`src/rtl/hazard_control.sv`:
```
// Pipeline hazard and stall controller: load-use stalls, taken-branch redirect
// flushes and data-memory wait states, with a saturating stall counter and a
// sticky memory-timeout flag.
module hazard_control #(
  parameter int unsigned REDIRECT_FLUSH_CYCLES = 1,
  parameter int unsigned MEMORY_TIMEOUT        = 255
) (
  input  logic        clock,
  input  logic        reset,
  input  logic [4:0]  decode_register_number_a,
  input  logic        decode_read_a,
  input  logic [4:0]  decode_register_number_b,
  input  logic        decode_read_b,
  input  logic [4:0]  execute_destination_register_number,
  input  logic        execute_write_enable,
  input  logic        execute_is_load,
  input  logic        execute_branch_taken,
  input  logic        memory_request_valid,
  input  logic        memory_ready,
  output logic        fetch_enable,
  output logic        decode_enable,
  output logic        decode_flush,
  output logic        execute_enable,
  output logic        execute_bubble,
  output logic        memory_hold,
  output logic        write_back_bubble,
  output logic        memory_timeout,
  output logic [31:0] stall_cycle_count
);

  // Redirect counter only ever holds REDIRECT_FLUSH_CYCLES-1 and below.
  localparam int unsigned RedirectWidth =
      (REDIRECT_FLUSH_CYCLES > 1) ? $clog2(REDIRECT_FLUSH_CYCLES) : 1;
  localparam int unsigned WaitWidth = $clog2(MEMORY_TIMEOUT + 1);

  localparam logic [RedirectWidth-1:0] RedirectLoad = RedirectWidth'(REDIRECT_FLUSH_CYCLES - 1);
  localparam logic [RedirectWidth-1:0] RedirectOne  = RedirectWidth'(1);
  localparam logic [WaitWidth-1:0]     WaitLast     = WaitWidth'(MEMORY_TIMEOUT - 1);
  localparam logic [WaitWidth-1:0]     WaitMax      = WaitWidth'(MEMORY_TIMEOUT);
  localparam logic [WaitWidth-1:0]     WaitOne      = WaitWidth'(1);

  typedef enum logic [1:0] {StRun, StRedirect, StMemoryWait} state_e;

  state_e                   state_q, state_d;
  state_e                   saved_q, saved_d;
  state_e                   active_state;
  logic [RedirectWidth-1:0] redirect_q, redirect_d;
  logic [WaitWidth-1:0]     wait_q, wait_d;
  logic                     timeout_q, timeout_d;
  logic [31:0]              stall_q, stall_d;
  logic                     memory_wait;
  logic                     load_use;

  assign memory_wait = memory_request_valid && !memory_ready;

  // While frozen in a memory wait, the pipeline behaves as the state it left.
  assign active_state = (state_q == StMemoryWait) ? saved_q : state_q;

  assign load_use = execute_is_load && execute_write_enable &&
                    (execute_destination_register_number != 5'd0) &&
                    ((decode_read_a &&
                      (decode_register_number_a == execute_destination_register_number)) ||
                     (decode_read_b &&
                      (decode_register_number_b == execute_destination_register_number)));

  assign memory_timeout    = timeout_q;
  assign stall_cycle_count = stall_q;

  // State, counters and flags; reset abandons any wait or redirect in progress.
  always_ff @(posedge clock) begin
    if (reset) begin
      state_q    <= StRun;
      saved_q    <= StRun;
      redirect_q <= '0;
      wait_q     <= '0;
      timeout_q  <= 1'b0;
      stall_q    <= '0;
    end else begin
      state_q    <= state_d;
      saved_q    <= saved_d;
      redirect_q <= redirect_d;
      wait_q     <= wait_d;
      timeout_q  <= timeout_d;
      stall_q    <= stall_d;
    end
  end

  // Next state and redirect countdown, in hazard priority order.
  always_comb begin
    state_d    = state_q;
    saved_d    = saved_q;
    redirect_d = redirect_q;
    if (memory_wait) begin
      state_d = StMemoryWait;
      saved_d = active_state;
    end else if (execute_branch_taken) begin
      redirect_d = RedirectLoad;
      state_d    = (RedirectLoad != '0) ? StRedirect : StRun;
    end else if (active_state == StRedirect) begin
      redirect_d = (redirect_q == '0) ? '0 : redirect_q - RedirectOne;
      state_d    = ((redirect_q == RedirectOne) || (redirect_q == '0)) ? StRun : StRedirect;
    end else begin
      state_d = StRun;
    end
  end

  // Wait counter, sticky timeout and saturating stall counter.
  always_comb begin
    wait_d    = '0;
    timeout_d = timeout_q;
    stall_d   = stall_q;
    if (memory_wait) begin
      wait_d = (wait_q == WaitMax) ? wait_q : wait_q + WaitOne;
      if (wait_q == WaitLast) begin
        timeout_d = 1'b1;
      end
    end
    if (!fetch_enable && (stall_q != 32'hFFFF_FFFF)) begin
      stall_d = stall_q + 32'd1;
    end
  end

  // Pipeline controls, combinational so a hazard stalls in the cycle it appears.
  always_comb begin
    fetch_enable      = 1'b1;
    decode_enable     = 1'b1;
    decode_flush      = 1'b0;
    execute_enable    = 1'b1;
    execute_bubble    = 1'b0;
    memory_hold       = 1'b0;
    write_back_bubble = 1'b0;
    if (reset) begin
      fetch_enable   = 1'b0;
      decode_enable  = 1'b0;
      decode_flush   = 1'b1;
      execute_enable = 1'b0;
      execute_bubble = 1'b1;
    end else if (memory_wait) begin
      fetch_enable      = 1'b0;
      decode_enable     = 1'b0;
      execute_enable    = 1'b0;
      memory_hold       = 1'b1;
      write_back_bubble = 1'b1;
    end else if (execute_branch_taken) begin
      decode_flush   = 1'b1;
      execute_bubble = 1'b1;
    end else if (active_state == StRedirect) begin
      decode_flush = 1'b1;
    end else if (load_use) begin
      fetch_enable   = 1'b0;
      decode_enable  = 1'b0;
      execute_bubble = 1'b1;
    end
  end

endmodule

```
`config.mk`:
```
export PLATFORM = sky130hd
export DESIGN_NAME = hazard_control
export DESIGN_NICKNAME = d
export VERILOG_FILES = /design/src/rtl/hazard_control.sv
export SDC_FILE = /design/constraint.sdc
export NUM_CORES = 1
export LEC_CHECK = 0
export BUFFER_PORTS_ARGS = -buffer_cell sky130_fd_sc_hd__buf_2
export CORE_ASPECT_RATIO = 1.75
export CORE_UTILIZATION = 49
export CTS_BUF_LIST = sky130_fd_sc_hd__clkbuf_8
export DETAILED_ROUTE_END_ITERATION = 6
export PLACE_DENSITY = 0.84
export SYNTH_ARGS = -nofsm -noshare
export SYNTH_HDL_FRONTEND = slang
export SYNTH_SLANG_ARGS = --single-unit
```
`constraint.sdc`:
```
create_clock -name clock -period 2.15 [get_ports clock]
set_clock_uncertainty 0.15 [all_clocks]
set_input_delay 0.3225 -clock clock [delete_from_list [all_inputs] [get_ports clock]]
set_output_delay 0.3225 -clock clock [all_outputs]
set_load 0.01 [all_outputs]
```
==> impl_metrics.json, run 1 <==
{
  "rsz0062_at_grt": "true",
  "critPathMaxStageDelay_ns": 0.40,
  "synth_ff_type": "dfxtp_1",
  "path_common_cell": "and4_4",
  "postSynthAreaPerCell_sq_um": 8.608,
  "die_x_um": 54.54,
  "insertion_delay_ns": 0.30,
  "clock-sinks": 44,
  "drt_iter0_drc": 88,
  "power.density_mw_per_mm2": 497.5,
  "drtPass1Iterations": 5,
  "violations": "setup timing",
  "final_common_cell": "buf_2",
  "numPortBuffers": 63,
  "dieArea_sq_mm": 0.005124,
  "hp-class": "input pin to flop",
  "antenna_found_initial": 0,
  "area.growth.synth_to_final_pct": 29.70,
  "peakVddDrop_mv": 0.5143,
  "crit_path_end_kind": "flop",
  "cts_buffer_depth": 2,
  "worstSetupPathType": "flop to flop",
  "fill_cells": 412,
  "synth_compound_area_share_pct": 17.44,
  "fin_util_pct": 65.81,
  "crit_chain": "and4_4, and4_4, buf_6, nor4b_4, nand4_1, or3_4, a21oi_2",
  "die_h_um": 93.95,
  "place_congestion": 0.8069,
  "arrival_ns": 2.25,
  "status": "complete, but fails checks",
  "report.final.slew_viol_count": 0,
  "overflow": 0,
  "cts_buffers": 5,
  "viasPerCell": 5.874,
  "ys_ff_latch": 44,
  "crit_family": "simple AND/OR/NAND/NOR gates",
  "drive_above_1_share_pct": 37.13,
  "final_cell_mix": "63 x buf_2, 39 x dfxtp_1, 34 x buf_4, 30 x a21oi_1, 18 x nand2_1",
  "hold_slack_ns": 0.2486,
  "holdCritStartpoint": "reset",
  "synthXorXnorAreaFrac_pct": 5.920,
  "rows": 33,
  "path_buf_inv": 1,
  "synth.mux.area_fraction_pct": 1.374,
  "crit_fanout": 5,
  "maxSlewHeadroom_pct": 74.15,
  "grt_pass1_vias": 2416,
  "period_share_pct": 100.5,
  "hold_viol": 0,
  "grt_max_degree": 36,
  "finalCriticalPeriod_ns": 2.161,
  "ys_warn_count": 0,
  "dpl.hpwl_mm": 4.492,
  "track_usage_pct": 25.82,
  "synth_edf_count": 0,
  "htreeDepth": 2,
  "worstPathRequired_ns": 2.24,
  "routed_wl_mm": 6.100,
  "drcViolationCount": 0,
  "fmax_ghz": 0.4627,
  "cap_viol_max_count": 0,
  "worst_slew_pin_slew_ns": 0.3878,
  "final_cells": 421,
  "core_area_sq_mm": 0.004666,
  "grt_first_pass_wirelength_mm": 9.894,
  "finalSetupViolCount": 1,
  "cts_tree": "done",
  "start_kind": "flop",
  "yosys.area_share.adder_pct": 1.586,
  "r2r-start": "stall_cycle_count[7]",
  "crit_path_start": "stall_cycle_count[7]",
  "synth_top_family_by_area": "simple AND/OR/NAND/NOR gates",
  "fin_ws_ns": -0.01128,
  "cp.depth": 7,
  "dp.cells": 409,
  "ctsRootBufferMaster": "clkbuf_8",
  "io_pins": 64,
  "leakage_uw": 0.001267,
  "initial_utilization_pct": 50.74,
  "antenna_cells": 0,
  "clk_pin_slew_worst_paths_ns": 0.08,
  "synth_async_sr_flop_share_pct": 0,
  "synth-simple-area-share_pct": 30.18,
  "nets": 395,
  "syn_area_sq_mm": 0.002367,
  "critPathSlowestCell": "or3_4",
  "wl_per_cell_um": 14.49,
  "ant_nets": 0,
  "syn_inst": 275,
  "reg2regPathDepth": 7,
  "synth.net_count": 302,
  "holdPathStages": 3,
  "synth_cell_types": 47,
  "ys_seq_area_share_pct": 37.21,
  "num_vias": 2473
}
cells by family after synthesis:
logic type / after synthesis
and+or+nand+nor: 118
muxes: 3
adders and majority gates: 3
DFF: 44
xor gates and xnor gates: 16
buffers and inverters: 21
AOI/OAI and AO/OA: 70
worst reg2reg max path, cell delays in order (launching register included):
cell and delay, ns:
dfxtp_2 0.33, and4_4 0.24, and4_4 0.25, buf_6 0.10
nor4b_4 0.32, nand4_1 0.20, or3_4 0.40, a21oi_2 0.11
power breakdown:
group | switching (uW) | leakage [uW] | internal [uW] | total (uW)
combinational | 101 | 0.000856 | 80.9 | 181
clock | 269 | 0.0000538 | 253 | 521
sequential | 4.15 | 0.000357 | 821 | 825
total | 373 | 0.00127 | 1150 | 1530
synth_stat cells (all sizes together), types with 2 or more instances:
cell | instances | area share [%]
ha | 3 | 1.6
and2 | 2 | 0.53
a21oi | 32 | 6.8
a31oi | 2 | 0.53
or4 | 12 | 3.8
nor4b | 2 | 1.4
nand3 | 18 | 4.0
and4 | 6 | 2.6
and3 | 7 | 2.0
or3 | 17 | 4.5
nor4 | 2 | 0.79
xor2 | 3 | 1.1
clkbuf | 5 | 1.6
xnor2 | 13 | 4.8
mux2 | 2 | 0.95
buf | 9 | 3.5
nand2 | 19 | 3.1
nand2b | 3 | 0.79
o22ai | 2 | 0.53
nor2b | 3 | 0.90
nor2 | 15 | 2.4
inv | 7 | 1.1
nand4 | 10 | 2.9
o21ai | 18 | 3.8
o31ai | 11 | 3.5
dfxtp | 44 | 37
what timing repair did:
| action | 4_1_cts | 5_1_grt |
|---|---|---|
| setup endpoints to repair | 3 | 19 |
| setup buffers | 0 | 4 |
| resized for setup | 2 | 16 |
| pin swaps | 1 | 10 |
| hold buffers | 0 | 0 |
| gates cloned | 0 | 0 |
area by class of cell:
type / instances / area [sq um] / share of cell area [%]
inverter: 7 / 26.28 / 0.8557
clock buffer: 6 / 82.58 / 2.689
tap: 52 / 65.06 / 2.119
clock inverter: 2 / 7.507 / 0.2445
timing repair buffer: 100 / 621.8 / 20.25
sequential: 44 / 887.1 / 28.89
multi-input combinational: 210 / 1380 / 44.95
per-stage QoR:
stage / power (uW) / cell area, sq um / setup slack, ns / setup TNS (ns)
after global placement: 1016 / 2898 / -0.06118 / -0.2920
after CTS: 1532 / 2993 / 0.009090 / 0
after detailed placement: 1023 / 2898 / -0.1205 / -1.050
final: 1528 / 3070 / -0.01128 / -0.01128
after floorplan: 958.2 / 2367 / 0.08597 / 0
after global routing: 1583 / 3070 / -0.1229 / -0.2962
per-layer routing:
layer | GRT usage (%) | vias to the layer above | wire length (um)
met4 | 12.61 | 0 | 199
met3 | 5.663 | 18 | 270
li1 | - | 1205 | -
met5 | 0 | - | 0
met2 | 48.48 | 71 | 3454
met1 | 24.18 | 1179 | 2175
flip-flops by register name, summed over array words and instances, names as in the netlist:
| signal | flops |
|---|---|
| memory_timeout | 1 |
| saved_q | 2 |
| stall_cycle_count | 32 |
| state_q | 1 |
| wait_q | 8 |
worst paths after layout:
kind                                              end  slack [ns]
worst max register to register  stall_cycle_count[30]       -0.01
worst max-delay path            stall_cycle_count[30]       -0.01
worst min register to register             saved_q[1]        0.30
worst min-delay path                       saved_q[0]        0.25
No activity file was read; power rests on OpenSTA's default activity.
==> inputs of run 2 (changes only) <==
--- a/config.mk
+++ b/config.mk
@@ -5,12 +5,13 @@
 export SDC_FILE = /design/constraint.sdc
 export NUM_CORES = 1
 export LEC_CHECK = 0
-export BUFFER_PORTS_ARGS = -buffer_cell sky130_fd_sc_hd__buf_2
+export BUFFER_PORTS_ARGS = -buffer_cell sky130_fd_sc_hd__clkbuf_2
 export CORE_ASPECT_RATIO = 1.75
 export CORE_UTILIZATION = 49
 export CTS_BUF_LIST = sky130_fd_sc_hd__clkbuf_8
 export DETAILED_ROUTE_END_ITERATION = 6
 export PLACE_DENSITY = 0.84
+export REMOVE_ABC_BUFFERS = 1
 export SYNTH_ARGS = -nofsm -noshare
 export SYNTH_HDL_FRONTEND = slang
 export SYNTH_SLANG_ARGS = --single-unit
==> run 2 against run 1 <==
  * The run now ends clean
  * Die area unchanged
  * Power up 1.3%
  * Sequential power about the same
  * Critical path type unchanged
  * Critical endpoint is now stall_cycle_count[1]
==> impl_metrics.json, run 2 (synthesized netlist as in run 1, its figures left out) <==
{
  "status": "finished clean",
  "numPortBuffers": 63,
  "num_vias": 2525,
  "grt_pass1_vias": 2402,
  "clock-sinks": 44,
  "multi_input_area_sq_mm": 0.001401,
  "clk_pin_slew_worst_paths_ns": 0.08,
  "place_congestion": 0.8012,
  "finalCriticalPeriod_ns": 2.137,
  "regArea_sq_um": 885.9,
  "viasPerCell": 5.955,
  "r2r-start": "stall_cycle_count[23]",
  "finalSetupTns_ns": 0,
  "initial_utilization_pct": 50.74,
  "rsz0062_at_grt": "true",
  "power.density_mw_per_mm2": 489.5,
  "die_x_um": 54.54,
  "area.growth.synth_to_final_pct": 33.56,
  "overflow": 0,
  "period_share_pct": 99.41,
  "dp_slack_ns": -0.09309,
  "cap_viol_max_count": 0,
  "ant_nets": 0,
  "dpl.hpwl_mm": 4.589,
  "crit_fanout": 6,
  "grt_max_degree": 33,
  "hp-class": "input pin to flop",
  "holdPathStages": 3,
  "worstSetupPathType": "flop to flop",
  "antenna_cells": 0,
  "holdCritStartpoint": "reset",
  "drtPass1Iterations": 4,
  "io_pins": 64,
  "wl_per_cell_um": 14.90,
  "rows": 33,
  "insertion_delay_ns": 0.30,
  "grt_first_pass_wirelength_mm": 9.549,
  "fill_cells": 376,
  "fmax_ghz": 0.4679,
  "largest_reg_flops": 32,
  "ctsHoldBuffers": 0,
  "antenna_found_initial": 0,
  "final_cell_mix": "61 x clkbuf_2, 42 x dfxtp_1, 33 x buf_4, 29 x a21oi_1, 18 x nand2_1",
  "cts_buffer_depth": 2,
  "reg2regPathDepth": 8,
  "drcViolationCount": 0,
  "track_usage_pct": 24.97,
  "crit_path_end_kind": "flop",
  "ctsRootBufferMaster": "clkbuf_8",
  "hold_viol": 0,
  "leakage_uw": 0.001265,
  "cts_buffers": 5,
  "peakVddDrop_mv": 0.6027,
  "finalSetupViolCount": 0,
  "drt_iter0_drc": 66,
  "drive_above_1_share_pct": 37.37,
  "worstPathRequired_ns": 2.20,
  "final_common_cell": "clkbuf_2",
  "min_to": "stall_cycle_count[6]",
  "arrival_ns": 2.18,
  "r2r_end": "stall_cycle_count[1]",
  "hold_slack_ns": 0.2525,
  "htreeDepth": 2,
  "start_kind": "flop",
  "worst_slew_pin_slew_ns": 0.4004,
  "routed_wl_mm": 6.317,
  "die_h_um": 93.95,
  "maxSlewHeadroom_pct": 73.21,
  "fin_ws_ns": 0.01274,
  "dieArea_sq_mm": 0.005124,
  "report.final.slew_viol_count": 0,
  "nets": 399,
  "r2r_slack_ns": 0.01,
  "cts_tree": "done",
  "core_area_sq_mm": 0.004666
}
run 2: changes by cell type in the layout (fill, tap and decap cells not counted), moves of 2 or more:
cell	delta
dfxtp_1	+3
or4_4	+2
clkbuf_2	+61
dfxtp_2	-4
nand3_2	-2
o21ai_0	-3
o21ai_1	+2
or3_4	-2
or4_1	-2
or3_1	+2
buf_2	-63
buf_6	+5
run 2: what timing repair did:
item                                    4_1_cts  5_1_grt
resized for setup                             1       31
cloned                                        0        2
pin swaps                                     1       15
setup buffers                                 1        6
endpoints found under the setup margin        2       27
run 2: critical path, cell delays in order (launching register included):
cell and delay, ns:
dfxtp_4 0.38, nand4_1 0.19, nor4_2 0.36, nand4_1 0.25, nand3_4 0.21, buf_12 0.13, clkbuf_16 0.13, mux2i_1 0.18
nor2_1 0.05
run 2: worst max path at each step:
stage	cells past startpoint	endpoint	start	slack [ns]
6_report	8	stall_cycle_count[1]	stall_cycle_count[23]	0.01
2_1_floorplan	6	stall_cycle_count[25]	stall_cycle_count[0]	-0.24
4_1_cts	7	decode_enable	execute_destination_register_number[1]	0.002
3_3_place_gp	8	stall_cycle_count[7]	execute_destination_register_number[1]	-0.04
3_5_place_dp	8	stall_cycle_count[25]	execute_destination_register_number[2]	-0.09
5_1_grt	8	stall_cycle_count[1]	stall_cycle_count[24]	-0.09
run 2: power by group:
| group | total (uW) | internal [uW] | leakage (uW) | switching [uW] |
|---|---|---|---|---|
| registers | 824 | 820 | 0.000356 | 4.10 |
| clock network | 492 | 216 | 0.0000452 | 275 |
| logic | 232 | 117 | 0.000864 | 115 |
run 2: stage by stage:
step / cells / cell area [sq um] / total power [uW] / utilization (%)
floorplan: 261 / 2245 / 922.0 / -
global placement: 408 / 2878 / 1020 / 61.68
detailed placement: 408 / 2878 / 1025 / 61.68
CTS: 416 / 2967 / 1505 / 63.58
global route: 424 / 3162 / 1595 / 67.77
finish: 424 / 3162 / 1548 / 67.77
run 2: routing by layer:
metal  GRT usage, %  part of all wire [%]  routed length, um  up-vias
met5              0                     0                  0        -
met4          13.68                   3.9                245        0
met3          5.987                   4.9                312       24
met2          46.44                    57               3600       84
met1          22.80                    34               2160     1201
li1               -                     -                  -     1216
run 2: final cells by class:
class	instances	share of cell area, %
Multi-Input combinational cell	210	44.32
Sequential cell	44	28.02
Timing Repair Buffer	104	22.32
Clock buffer	5	2.176
Tap cell	52	2.058
Inverter	7	0.8310
Clock inverter	2	0.2770
